## config.mk

```make
export PLATFORM = sky130hd
export DESIGN_NAME = prog_clk_div
export DESIGN_NICKNAME = d
export VERILOG_FILES = /design/src/rtl/clk_div_pkg.sv /design/src/rtl/clk_div_chan.sv /design/src/rtl/prog_clk_div.sv
export SDC_FILE = /design/constraint.sdc
export NUM_CORES = 1
export LEC_CHECK = 0
export ABC_AREA = 1
export CELL_PAD_IN_SITES_DETAIL_PLACEMENT = 1
export CELL_PAD_IN_SITES_GLOBAL_PLACEMENT = 2
export CORE_ASPECT_RATIO = 0.9
export CORE_MARGIN = 10
export CORE_UTILIZATION = 31
export CTS_CLUSTER_SIZE = 12
export DETAILED_ROUTE_END_ITERATION = 12
export PLACE_DENSITY_LB_ADDON = 0.1
export SLEW_MARGIN = 20
export SYNTH_ARGS = -nofsm -noshare
export SYNTH_HDL_FRONTEND = slang
export SYNTH_SLANG_ARGS = --single-unit
```

## constraint.sdc

```tcl
create_clock -name clk_in -period 2.34 [get_ports clk_in]
set_input_delay 0.351 -clock clk_in [delete_from_list [all_inputs] [get_ports clk_in]]
set_output_delay 0.351 -clock clk_in [all_outputs]
set_load 0.02 [all_outputs]
```

## src/rtl/clk_div_pkg.sv

```systemverilog
// Shared constants, mode encoding and sizing helper for the programmable clock divider.
package clk_div_pkg;

  // 100 MHz / 480 Hz / 2: half-period count for a 480 Hz square wave.
  localparam int unsigned DEF_DIV_DEFAULT = 104167;

  typedef enum logic {
    MODE_TOGGLE = 1'b0,
    MODE_PULSE  = 1'b1
  } mode_e;

  // Width of the channel-select field; never narrower than one bit.
  function automatic int unsigned ch_width(input int unsigned nch);
    return (nch > 1) ? $clog2(nch) : 1;
  endfunction

endpackage

```

## src/rtl/clk_div_chan.sv

```systemverilog
// One divider channel: counter, active/pending divisor and registered outputs.
// A new divisor waits in pdiv until a terminal count (or an idle channel) so that
// the output never produces a truncated period.
module clk_div_chan
  import clk_div_pkg::*;
#(
  parameter int unsigned CNT_W   = 24,
  parameter int unsigned DEF_DIV = DEF_DIV_DEFAULT
) (
  input  logic             clk_in,
  input  logic             reset,
  input  logic             en,
  input  logic             mode,
  input  logic             wr,
  input  logic [CNT_W-1:0] wr_div,
  output logic             clk_out,
  output logic             tick,
  output logic             pend
);

  logic [CNT_W-1:0] cnt_q, cnt_d;
  logic [CNT_W-1:0] div_q, div_d;
  logic [CNT_W-1:0] pdiv_q, pdiv_d;
  logic             pend_q, pend_d;
  logic             tog_q, tog_d;
  logic             out_q, out_d;
  logic             tick_q, tick_d;

  logic pulse;
  logic run;
  logic tc;
  logic apply_pend;
  logic apply_wr;

  assign pulse = (mode_e'(mode) == MODE_PULSE);

  // Terminal-count and divisor-update decisions for this cycle.
  always_comb begin
    run        = en && (div_q != '0);
    tc         = run && (cnt_q == div_q - CNT_W'(1));
    // An idle channel has no period to protect, so a pending value lands at once.
    apply_pend = pend_q && (tc || !run);
    // A write coinciding with the terminal count starts its period immediately.
    apply_wr   = wr && tc;
  end

  // Next-state for counter, divisor bookkeeping and the output flops.
  always_comb begin
    cnt_d  = cnt_q;
    div_d  = div_q;
    pdiv_d = pdiv_q;
    pend_d = pend_q;
    tog_d  = tog_q;
    tick_d = tc;

    if (pulse) begin
      tog_d = 1'b0;
    end else if (tc) begin
      tog_d = ~tog_q;
    end
    out_d = pulse ? tc : tog_d;

    if (apply_pend) begin
      div_d  = pdiv_q;
      cnt_d  = '0;
      pend_d = 1'b0;
    end else if (apply_wr) begin
      div_d = wr_div;
      cnt_d = '0;
    end else begin
      if (wr) begin
        pdiv_d = wr_div;
        pend_d = 1'b1;
      end
      if (tc) begin
        cnt_d = '0;
      end else if (run) begin
        cnt_d = cnt_q + CNT_W'(1);
      end
    end
  end

  // State registers with synchronous reset.
  always_ff @(posedge clk_in) begin
    if (reset) begin
      cnt_q  <= '0;
      div_q  <= CNT_W'(DEF_DIV);
      pdiv_q <= '0;
      pend_q <= 1'b0;
      tog_q  <= 1'b0;
      out_q  <= 1'b0;
      tick_q <= 1'b0;
    end else begin
      cnt_q  <= cnt_d;
      div_q  <= div_d;
      pdiv_q <= pdiv_d;
      pend_q <= pend_d;
      tog_q  <= tog_d;
      out_q  <= out_d;
      tick_q <= tick_d;
    end
  end

  assign clk_out = out_q;
  assign tick    = tick_q;
  assign pend    = pend_q;

endmodule

```

## src/rtl/prog_clk_div.sv

```systemverilog
// Multi-channel programmable clock divider: configuration decode plus NCH channels.
module prog_clk_div
  import clk_div_pkg::*;
#(
  parameter int unsigned NCH     = 4,
  parameter int unsigned CNT_W   = 24,
  parameter int unsigned DEF_DIV = DEF_DIV_DEFAULT
) (
  input  logic                     clk_in,
  input  logic                     reset,
  input  logic [NCH-1:0]           en,
  input  logic [NCH-1:0]           mode,
  input  logic                     cfg_valid,
  output logic                     cfg_ready,
  input  logic [ch_width(NCH)-1:0] cfg_ch,
  input  logic [CNT_W-1:0]         cfg_div,
  output logic [NCH-1:0]           clk_out,
  output logic [NCH-1:0]           tick
);

  localparam int unsigned CH_W = ch_width(NCH);

  logic [NCH-1:0] pend;
  logic [NCH-1:0] wr;

  // Ready mux and per-channel write strobes; out-of-range targets are always
  // ready and simply produce no strobe.
  always_comb begin
    cfg_ready = 1'b1;
    wr        = '0;
    for (int unsigned k = 0; k < NCH; k++) begin
      if (cfg_ch == CH_W'(k)) begin
        cfg_ready = ~pend[k];
      end
    end
    for (int unsigned k = 0; k < NCH; k++) begin
      wr[k] = cfg_valid && cfg_ready && (cfg_ch == CH_W'(k));
    end
  end

  for (genvar k = 0; k < NCH; k++) begin : g_chan
    clk_div_chan #(
      .CNT_W  (CNT_W),
      .DEF_DIV(DEF_DIV)
    ) u_chan (
      .clk_in (clk_in),
      .reset  (reset),
      .en     (en[k]),
      .mode   (mode[k]),
      .wr     (wr[k]),
      .wr_div (cfg_div),
      .clk_out(clk_out[k]),
      .tick   (tick[k]),
      .pend   (pend[k])
    );
  end

endmodule

```

# After elaboration in Yosys (flattened, before gate mapping)
# Index checks and enable logic that the tools add are counted.
[word_totals] regBits=304 out_inout_bits=9
[op_classes] n_reduce_logical=54 n_addsub=8 bitwise=16 eq_ne=7 muxes=24
[op_table] operator="$mux W24" n=8
[op_table] operator="$add A24 B1 Y24 const B" n=4
[op_table] operator="$eq A24 B24 Y1" n=4
[op_table] operator="$reduce_bool A24 Y1" n=4
[op_table] operator="$sub A24 B1 Y24 const B" n=4
[op_table] operator="$logic_and A1 B1 Y1" n=21
[op_table] operator="$mux W1" n=16
[op_table] operator="$not A1 Y1" n=16
[op_table] operator="$reduce_or A4 Y1" n=4
[op_table] operator="$reduce_and A3 Y1" n=4
[op_table] operator="$reduce_and A2 Y1" n=4
[op_table] operator="$reduce_bool A2 Y1" n=4
[op_table] operator="$reduce_or A2 Y1" n=4
[op_table] operator="$eq A2 B2 Y1 const B" n=2
[op_table] operator="$logic_not A1 Y1" n=4
[op_table] operator="$logic_or A1 B1 Y1" n=4
[op_table] operator="$eq A2 B1 Y1 const B" n=1
[op_table] operator="$logic_not A2 Y1" n=1

# Depth between registers and ports, before layout
# Gate-level depths: netlist of run 1.
[depth] word_depth=10 ltp_mapped=20 mapped_depth_nobuf=19

# Modules after synthesis
# From an unflattened synthesis of run 1, not the netlist that was laid out.
[unflattened] hier_cells=3497 hier_area_um2=20744.9
[modules_own_cells] mod="clk_div_chan at g_chan[0].u_chan ..." cells_per_inst=903 area_each_um2=5298.8 n_inst=3 seq_area_each_um2=1521.5
[modules_own_cells] mod="clk_div_chan at g_chan[3].u_chan" cells_per_inst=771 area_each_um2=4768.3 n_inst=1 seq_area_each_um2=1521.5
[modules_own_cells] mod="prog_clk_div" cells_per_inst=17 area_each_um2=80.1 n_inst=1 seq_area_each_um2=0.0

# Worst setup path before layout of run 1
# OpenSTA, ideal clock, no wires.
[synth_timing] path_type="register to register" from="register g_chan[1].u_chan.div_q[0]" to="register g_chan[1].u_chan.pdiv_q[10]" arrival_ps=2257 n_path_buf=2 setup_time_ps=143 required_time_ps=2197 period_less_slack_ps=2400 setup_slack_ps=-60 stages_incl_launch_ff=20 path_cell_list="dfxtp_1 inv_1 ha_1 nand2_2 nor2_8 buf_6 nand2_2 nand2_1 nand2_1 nor2_1 nand2_1 nor2_2 nand3_2 nor2_8 nand2_4 nand2_8 inv_4 buf_4 nand2_1 a21oi_2"
[synth_between] elab_chain_cells=7 word_cells_on_any_way=12
[synth_lines] element="from (decl)" line="clk_div_chan.sv:22" source="logic [CNT_W-1:0] div_q, div_d;"
[synth_lines] element="from (signal assigned)" line="clk_div_chan.sv:87" source="div_q <= CNT_W'(DEF_DIV);"
[synth_lines] element="from (signal assigned)" line="clk_div_chan.sv:95" source="div_q <= div_d;"
[synth_lines] element="$sub A24 B1 Y24 / $reduce_bool A24 Y1 (equally long branches)" line="clk_div_chan.sv:40, clk_div_chan.sv:39"
[synth_lines] element="$eq A24 B24 Y1 / $logic_and A1 B1 Y1 (equally long branches)" line="clk_div_chan.sv:40, clk_div_chan.sv:39"
[synth_lines] element="$logic_and A1 B1 Y1 / $logic_not A1 Y1 (equally long branches)" line="clk_div_chan.sv:40, clk_div_chan.sv:42"
[synth_lines] element="$logic_or A1 B1 Y1" line="clk_div_chan.sv:42" source="apply_pend = pend_q && (tc || !run);"
[synth_lines] element="$logic_and A1 B1 Y1" line="clk_div_chan.sv:42"
[synth_lines] element="$not A1 Y1 (no source line)"
[synth_lines] element="$reduce_and A3 Y1 (no source line) *"
[synth_lines] element="to (signal assigned)" line="clk_div_chan.sv:96" source="pdiv_q <= pdiv_d;"
[synth_lines] element="to (decl)" line="clk_div_chan.sv:23" source="logic [CNT_W-1:0] pdiv_q, pdiv_d;"
# Every way passes the cells marked *; elsewhere a longest branch is shown, timed or not.
# A chain may end at the register's enable or synchronous reset.

# Worst setup path after layout of run 1
[layout_timing] from="register g_chan[3].u_chan.div_q[1]" to="register g_chan[3].u_chan.div_q[4]"
[layout_between] elab_chain_cells=6 word_cells_on_any_way=11
[layout_lines] element="from (decl)" line="clk_div_chan.sv:22"
[layout_lines] element="from (signal assigned)" line="clk_div_chan.sv:87"
[layout_lines] element="from (signal assigned)" line="clk_div_chan.sv:95"
[layout_lines] element="$sub A24 B1 Y24 / $reduce_bool A24 Y1 (equally long branches)" line="clk_div_chan.sv:40, clk_div_chan.sv:39"
[layout_lines] element="$eq A24 B24 Y1 / $logic_and A1 B1 Y1 (equally long branches)" line="clk_div_chan.sv:40, clk_div_chan.sv:39"
[layout_lines] element="$logic_and A1 B1 Y1 / $logic_not A1 Y1 (equally long branches)" line="clk_div_chan.sv:40, clk_div_chan.sv:42"
[layout_lines] element="$logic_or A1 B1 Y1" line="clk_div_chan.sv:42"
[layout_lines] element="$logic_and A1 B1 Y1" line="clk_div_chan.sv:42"
[layout_lines] element="$mux W24 / $reduce_bool A2 Y1 (equally long branches)"
# Parallel ways exist; a longest one is shown, timed or not.

==> results.toml, run 1 <==
[outcome]
failed_checks = "negative setup slack"
outcome = "finished, violations left"

[worst_hold_path]
holdPathEnd = "g_chan[2].u_chan.clk_out"
min_delay_path_depth = 3
min-delay-path-class = "primary input to flop"
worstHoldStart = "mode[2]"

[yosys]
synth.avg_cell_area_um2 = 6.269
synth-simple-area-share_pct = 44.42
main_combinational_cell_family_by_area_after_synthesis = "simple AND/OR/NAND/NOR gates"
synth_edf_count = 0
synthesis.yosys.warnings = 0
synth-compound-area-share_pct = 7.774
synth_nets = 3140
synth_ff_type = "dfxtp_1"
synth_adder_area_share_pct = 0.7748
muxShareOfSynthArea_pct = 0
cell_count_after_synthesis = 3091
seq_area_frac_synth_pct = 31.40
mapped_cell_area_um2 = 19380
post_synth_xor_area_fraction_pct = 5.656
async_flop_share_pct = 0
ys_types = 55
synth-seq-cells = 304

[detailed_routing]
wl_um = 87990
drt_iter0_drc = 1130
drc_errors = 0
wl_per_cell_um = 19.36
antenna_viol_nets_final = 0
num_vias = 22860
first_pass_iteration_count_of_the_detailed_router = 6
vias_per_cell = 5.030

[die]
ioPinCount = 46
placement_rows = 86
coreArea_um2 = 61550
die-height_um = 257.2
die_x_um = 283.5
fp.dieArea_um2 = 72920
initial_core_util_pct = 31.48

[clock_network]
cts_inserted_buffers = 40
cts.path.max_buffers = 3
clockRootBuffer = "clkbuf_16"
cts.htree.levels = 2
tritoncts_num_sinks = 304
clk_pin_slew_worst_paths_ns = 0.06
cts_tree = "yes"
clock_latency_on_the_worst_skew_pair_ns = 0.58

[worst_setup_path]
worstPathCellList = "inv_4 > ha_4 > nand2_8 > nor2_4 > buf_6 > nand3_1 > nand3_2 > nand3_2 > nand3b_1 > nor2_4 > nand4_4 > buf_12 > nand2_8 > nand2_2 > nor2_2 > nor2_1"
worst_setup_path_start_kind = "flop"
crit_type = "flop to flop"
timing.critical_path.depth = 16
cp_data_arrival_time_ns = 3.16
critPathMaxStageDelay_ns = 0.36
ff2ff_setup_slack_ns = -0.36
worst_r2r_startpoint = "g_chan[3].u_chan.div_q[1]"
r2r-end = "g_chan[3].u_chan.div_q[4]"
critPathBufInv = 3
worst_r2r_path_depth = 16
worstSetupEndpointType = "flop"
critical_path.slowest_cell = "dfxtp_4"
maximum_fanout_along_the_worst_path = 8
timing.critical_path.max_delay_family = "simple AND/OR/NAND/NOR gates"
required_ns = 2.80

[pwr]
p_clk_share_pct = 46.6
static-leakage-power_nw = 12.96
power_density_nw_per_um2 = 455.3
vdd_ir_drop_max_v = 0.0003749
pwr-share-seq_pct = 39.4
power.internal_mw = 9.968
power.net_switching_mw = 3.780
power.switching_fraction_pct = 27.49
pwr-share-comb_pct = 14.0

[cells_and_area]
layout-drive-gt1-share_pct = 36.64
utilization_after_layout_pct = 49.06
fin_area_um2 = 30200
flow.area_growth_from_synthesis_pct = 55.82
nNetsFinal = 3732
antenna_cells = 0

[grt]
grt_util_met3_pct = 3.383
gr-max-usage-layer = "met2"
grt_util_all_layers_pct = 22.50
global_route.overflow_total = 0
grt_use_met2_pct = 37.07
grt_start_max_net_pins = 124
antenna_found_initial = 0
first_global_vias = 23440
grt_first_pass_wirelength_um = 132200
met1_track_utilization_from_global_routing_pct = 30.31

[timing]
report.final.hold_viol_count = 0
layout_worst_path_cycle_share_pct = 115.3
fmax_ghz = 0.3705
worst_hold_slack_ns = 0.3472
postLayoutSetupSlackWorst_ns = -0.3591
rsz0062_at_grt = "yes"
max_slew_margin_pct = 49.71
final-max-slew-violation-count = 0
timing.final.crit_period_ns = 2.699
fin_worst_skew_ns = 0.02287
setup_viol_count_final = 301
max_slew.worst_pin.slew_ns = 0.7544

[placement]
place.gp.congestion = 0.8812
postPlaceCellArea_um2 = 24160
placement.io_buffers = 45
detailed_place_hpwl_um = 62710

[flow_run]
max_cap_violations = 0
## placed cells by master, fill, tap and decap left out, drive strengths merged, types with 11 or more instances in the layout
cell type,n
nand2,843
buf,605
nor2,504
nand3,358
inv,337
dfxtp,304
a21oi,165
o21ai,95
nand4,89
xor2,77
clkbuf,72
nor3,55
clkdlybuf4s50,43
xnor2,43
nand3b,39
or2,18
ha,12
nor3b,11
## registers in the layout, summed over array words and instances (netlist names)
signal / flops
g_chan.u_chan.pend: 4
g_chan.u_chan.cnt_q: 96
g_chan.u_chan.tog_q: 4
g_chan.u_chan.div_q: 96
g_chan.u_chan.tick: 4
g_chan.u_chan.pdiv_q: 96
g_chan.u_chan.clk_out: 4
## per-layer routing
metal | vias up | part of all wire [%]
met2 | 422 | 46
li1 | 11120 | -
met3 | 127 | 4.3
met5 | - | 0
met1 | 11190 | 47
met4 | 0 | 2.5
## layout make-up
cell class | count | area (um^2)
Multi-Input combinational cell | 2337 | 14000
Clock inverter | 8 | 142.6
Tap cell | 836 | 1046
Timing Repair Buffer | 660 | 6374
Timing Repair inverter | 1 | 7.507
Fill cell | 7777 | 31350
Clock buffer | 60 | 1167
Inverter | 339 | 1303
Sequential cell | 304 | 6157
## repair_timing
item                                    in CTS  in global routing
buffers inserted                            63                 38
pin swaps                                  131                165
gates cloned                                25                 14
resized for setup                          533                326
hold buffers                                 0                  0
endpoints found under the setup margin     304                304
## synth_stat cells (39+ instances only)
| cell | instances | area [um^2] |
|---|---|---|
| inv_1 | 326 | 1224 |
| nand2_1 | 798 | 2995 |
| o21ai_0 | 85 | 425.4 |
| dfxtp_1 | 304 | 6086 |
| nand3_1 | 353 | 1767 |
| nor2_1 | 468 | 1757 |
| clkbuf_1 | 45 | 168.9 |
| a21oi_1 | 145 | 725.7 |
| xnor2_1 | 43 | 376.6 |
| nand4_1 | 87 | 544.3 |
| xor2_1 | 77 | 674.4 |
| nand3b_1 | 39 | 292.8 |
| nor3_1 | 48 | 240.2 |
## power groups by stage
stage	Sequential (mW)	Clock [mW]	Combinational, mW
after floorplan	5.49	0	0.714
after global placement	5.51	0	1.43
after detailed placement	5.52	0	1.46
after CTS	5.41	6.54	1.71
after global routing	5.43	6.75	2.06
final	5.42	6.41	1.92
## worst max-delay path by stage
| stage | startpoint | end | slack, ns |
|---|---|---|---|
| 5_1_grt | g_chan[3].u_chan.div_q[9] | g_chan[3].u_chan.div_q[16] | -0.51 |
| 2_1_floorplan | g_chan[3].u_chan.div_q[0] | g_chan[3].u_chan.div_q[11] | 0.002 |
| 3_3_place_gp | g_chan[2].u_chan.div_q[1] | g_chan[2].u_chan.div_q[1] | -0.40 |
| 4_1_cts | g_chan[3].u_chan.div_q[1] | g_chan[3].u_chan.div_q[23] | -0.23 |
| 6_report | g_chan[3].u_chan.div_q[1] | g_chan[3].u_chan.div_q[4] | -0.36 |
| 3_5_place_dp | g_chan[0].u_chan.div_q[3] | g_chan[0].u_chan.div_q[4] | -0.47 |
## per-stage QoR
stage / power [mW] / std cells / TNS (ns) / setup WS [ns]
3_3_place_gp: 6.940 / 4341 / -70.31 / -0.3954
6_report: 13.75 / 4545 / -54.27 / -0.3591
2_1_floorplan: 6.206 / 3091 / 0 / 0.001603
5_1_grt: 14.25 / 4545 / -104.34 / -0.5076
3_5_place_dp: 6.974 / 4341 / -89.31 / -0.4711
4_1_cts: 13.66 / 4497 / -29.56 / -0.2267
## cells by family after synthesis
family / Yosys count
AOI/OAI and AO/OA: 276
xor gates and xnor gates: 122
adders and majority gates: 12
and+or+nand+nor: 1923
buffers and inverters: 454
DFF: 304
## tightest hold or removal path, cell delays in order
cell and delay (ns):
clkdlybuf4s50_1 0.42, nand2_1 0.07, nand2_1 0.05
No activity file was read; power rests on OpenSTA's default activity.
==> inputs of run 2 (changes only) <==
- CTS_CLUSTER_DIAMETER: default -> 100
- CTS_CLUSTER_SIZE: 12 -> default
==> run 2 against run 1 <==
Effect of this change:
- total power hardly changed
- critical path depth did not move
- largest power group unchanged
- clock power is essentially flat
- via count about the same
- flip-flop and latch count is the same
- first-iteration DRC count is 4.2% higher
- the flow still finishes with violations (negative setup slack)
- sequential share of layout area did not move
- routed wire length is essentially flat
- critical path type unchanged
- combinational power hardly changed
- clock skew about the same
==> results.toml, run 2 (synthesis gave the netlist of run 1 again) <==
[detailed_routing]
wl_um = 87970
first_pass_iteration_count_of_the_detailed_router = 6
wl_per_cell_um = 19.36
antenna_viol_nets_final = 0
num_vias = 22840
drt_iter0_drc = 1177
drc_errors = 0
vias_per_cell = 5.026

[cells_and_area]
nNetsFinal = 3732
flow.area_growth_from_synthesis_pct = 55.82
instances_no_fill = 4545
layout-drive-gt1-share_pct = 36.64
antenna_cells = 0
registers_with_the_highest_flip_flop_counts = "g_chan.u_chan.cnt_q x96, g_chan.u_chan.div_q x96, g_chan.u_chan.pdiv_q x96"
fin_area_um2 = 30200
layout.cells.most_common = "nand2_1"
layout_common_cells = "nand2_1, buf_4, nor2_1"

[pwr]
pwr-share-comb_pct = 14.0
static-leakage-power_nw = 12.96
power.internal_mw = 9.968
power.net_switching_mw = 3.788
power.switching_fraction_pct = 27.54
power_density_nw_per_um2 = 455.6
p_clk_share_pct = 46.6
pwr-share-seq_pct = 39.4
vdd_ir_drop_max_v = 0.0003756
power_mw = 13.76

[timing]
fin_worst_skew_ns = 0.02281
max_slew_margin_pct = 49.24
timing.final.crit_period_ns = 2.712
rsz0062_at_grt = "yes"
max_slew.worst_pin.slew_ns = 0.7614
final-max-slew-violation-count = 0
layout_worst_path_cycle_share_pct = 115.9
setup_viol_count_final = 301
fmax_ghz = 0.3688
postLayoutSetupSlackWorst_ns = -0.3716
report.final.hold_viol_count = 0

[worst_setup_path]
required_ns = 2.80
crit_type = "flop to flop"
worst_setup_path_start_kind = "flop"
maximum_fanout_along_the_worst_path = 8
cp_data_arrival_time_ns = 3.17
worstSetupEndpointType = "flop"

[clock_network]
clockRootBuffer = "clkbuf_16"
clock_latency_on_the_worst_skew_pair_ns = 0.58
cts.htree.levels = 2
clk_pin_slew_worst_paths_ns = 0.06
cts_hold_buf = 0
cts_tree = "yes"
cts.path.max_buffers = 3
tritoncts_num_sinks = 304
cts_inserted_buffers = 40

[grt]
grt_util_met3_pct = 3.383
grt_use_met2_pct = 37.07
gr-max-usage-layer = "met2"
global_route.overflow_total = 0
grt_start_max_net_pins = 124
grt_util_all_layers_pct = 22.50
first_global_vias = 23440
grt_first_pass_wirelength_um = 132200
antenna_found_initial = 0
met1_track_utilization_from_global_routing_pct = 30.31

[placement]
detailed_place_hpwl_um = 62710
postPlaceCellArea_um2 = 24160
placement.io_buffers = 45
place.gp.congestion = 0.8812
post-place-cells = 4341
pre_cts_slack_ns = -0.4711

[worst_hold_path]
min-delay-path-class = "primary input to flop"

[die]
ioPinCount = 46
die-height_um = 257.2
placement_rows = 86
fp.dieArea_um2 = 72920
initial_core_util_pct = 31.48
die_x_um = 283.5
coreArea_um2 = 61550

[outcome]
outcome = "finished, violations left"
failed_checks = "negative setup slack"

[flow_run]
max_cap_violations = 0
## run 2: cell counts in the layout (fill, tap and decap cells not counted)
Identical to the previous run, type by type.
## run 2: worst paths after layout
path,from,end,slack [ns],cells past startpoint
worst max register to register,g_chan[3].u_chan.div_q[1],g_chan[3].u_chan.div_q[4],-0.37,16
worst max-delay path,g_chan[3].u_chan.div_q[1],g_chan[3].u_chan.div_q[4],-0.37,16
worst min register to register,g_chan[3].u_chan.pdiv_q[6],g_chan[3].u_chan.pdiv_q[6],0.46,2
worst min-delay path,mode[2],g_chan[2].u_chan.clk_out,0.35,3
## run 2: power by group through the flow
stage / registers, mW / logic [mW] / clock network [mW]
3_5_place_dp: 5.52 / 1.46 / 0
2_1_floorplan: 5.49 / 0.714 / 0
6_report: 5.42 / 1.92 / 6.42
3_3_place_gp: 5.51 / 1.43 / 0
5_1_grt: 5.43 / 2.06 / 6.75
4_1_cts: 5.41 / 1.71 / 6.54
## run 2: cell type report
| cell class | count | area [um^2] |
|---|---|---|
| multi-input combinational | 2337 | 14000 |
| clock buffer | 60 | 1167 |
| inverter | 339 | 1303 |
| fill | 7777 | 31350 |
| clock inverter | 8 | 142.6 |
| tap | 836 | 1046 |
| timing repair inverter | 1 | 7.507 |
| sequential | 304 | 6157 |
| timing repair buffer | 660 | 6374 |
## run 2: metal layers
layer	vias up	routed length (um)
met2	373	40830
met1	11230	41320
li1	11120	-
met4	0	2119
met5	-	0
met3	117	3705
## run 2: repair_timing
action / CTS / global route
cloned: 25 / 14
setup endpoints to repair: 304 / 304
pin swaps: 131 / 165
resized for setup: 533 / 326
setup buffers: 63 / 38
## run 2: critical path, stage by stage, from the launching register on
cell,delay (ns)
dfxtp_4,0.36
inv_4,0.06
ha_4,0.16
nand2_8,0.07
nor2_4,0.23
buf_6,0.17
nand3_1,0.13
nand3_2,0.14
nand3_2,0.07
nand3b_1,0.21
nor2_4,0.22
nand4_4,0.19
buf_12,0.20
nand2_8,0.13
nand2_2,0.07
nor2_2,0.11
nor2_1,0.06
## run 2: stage by stage
stage | setup TNS [ns] | hold slack, ns | util [%]
finish | -56.00 | 0.3463 | 49.06
global route | -104.34 | 0.3460 | 49.06
CTS | -29.56 | 0.3295 | 46.12
detailed placement | -89.31 | 0.4517 | 39.25
global placement | -70.31 | 0.4450 | 39.25
floorplan | 0 | 0.4297 | -
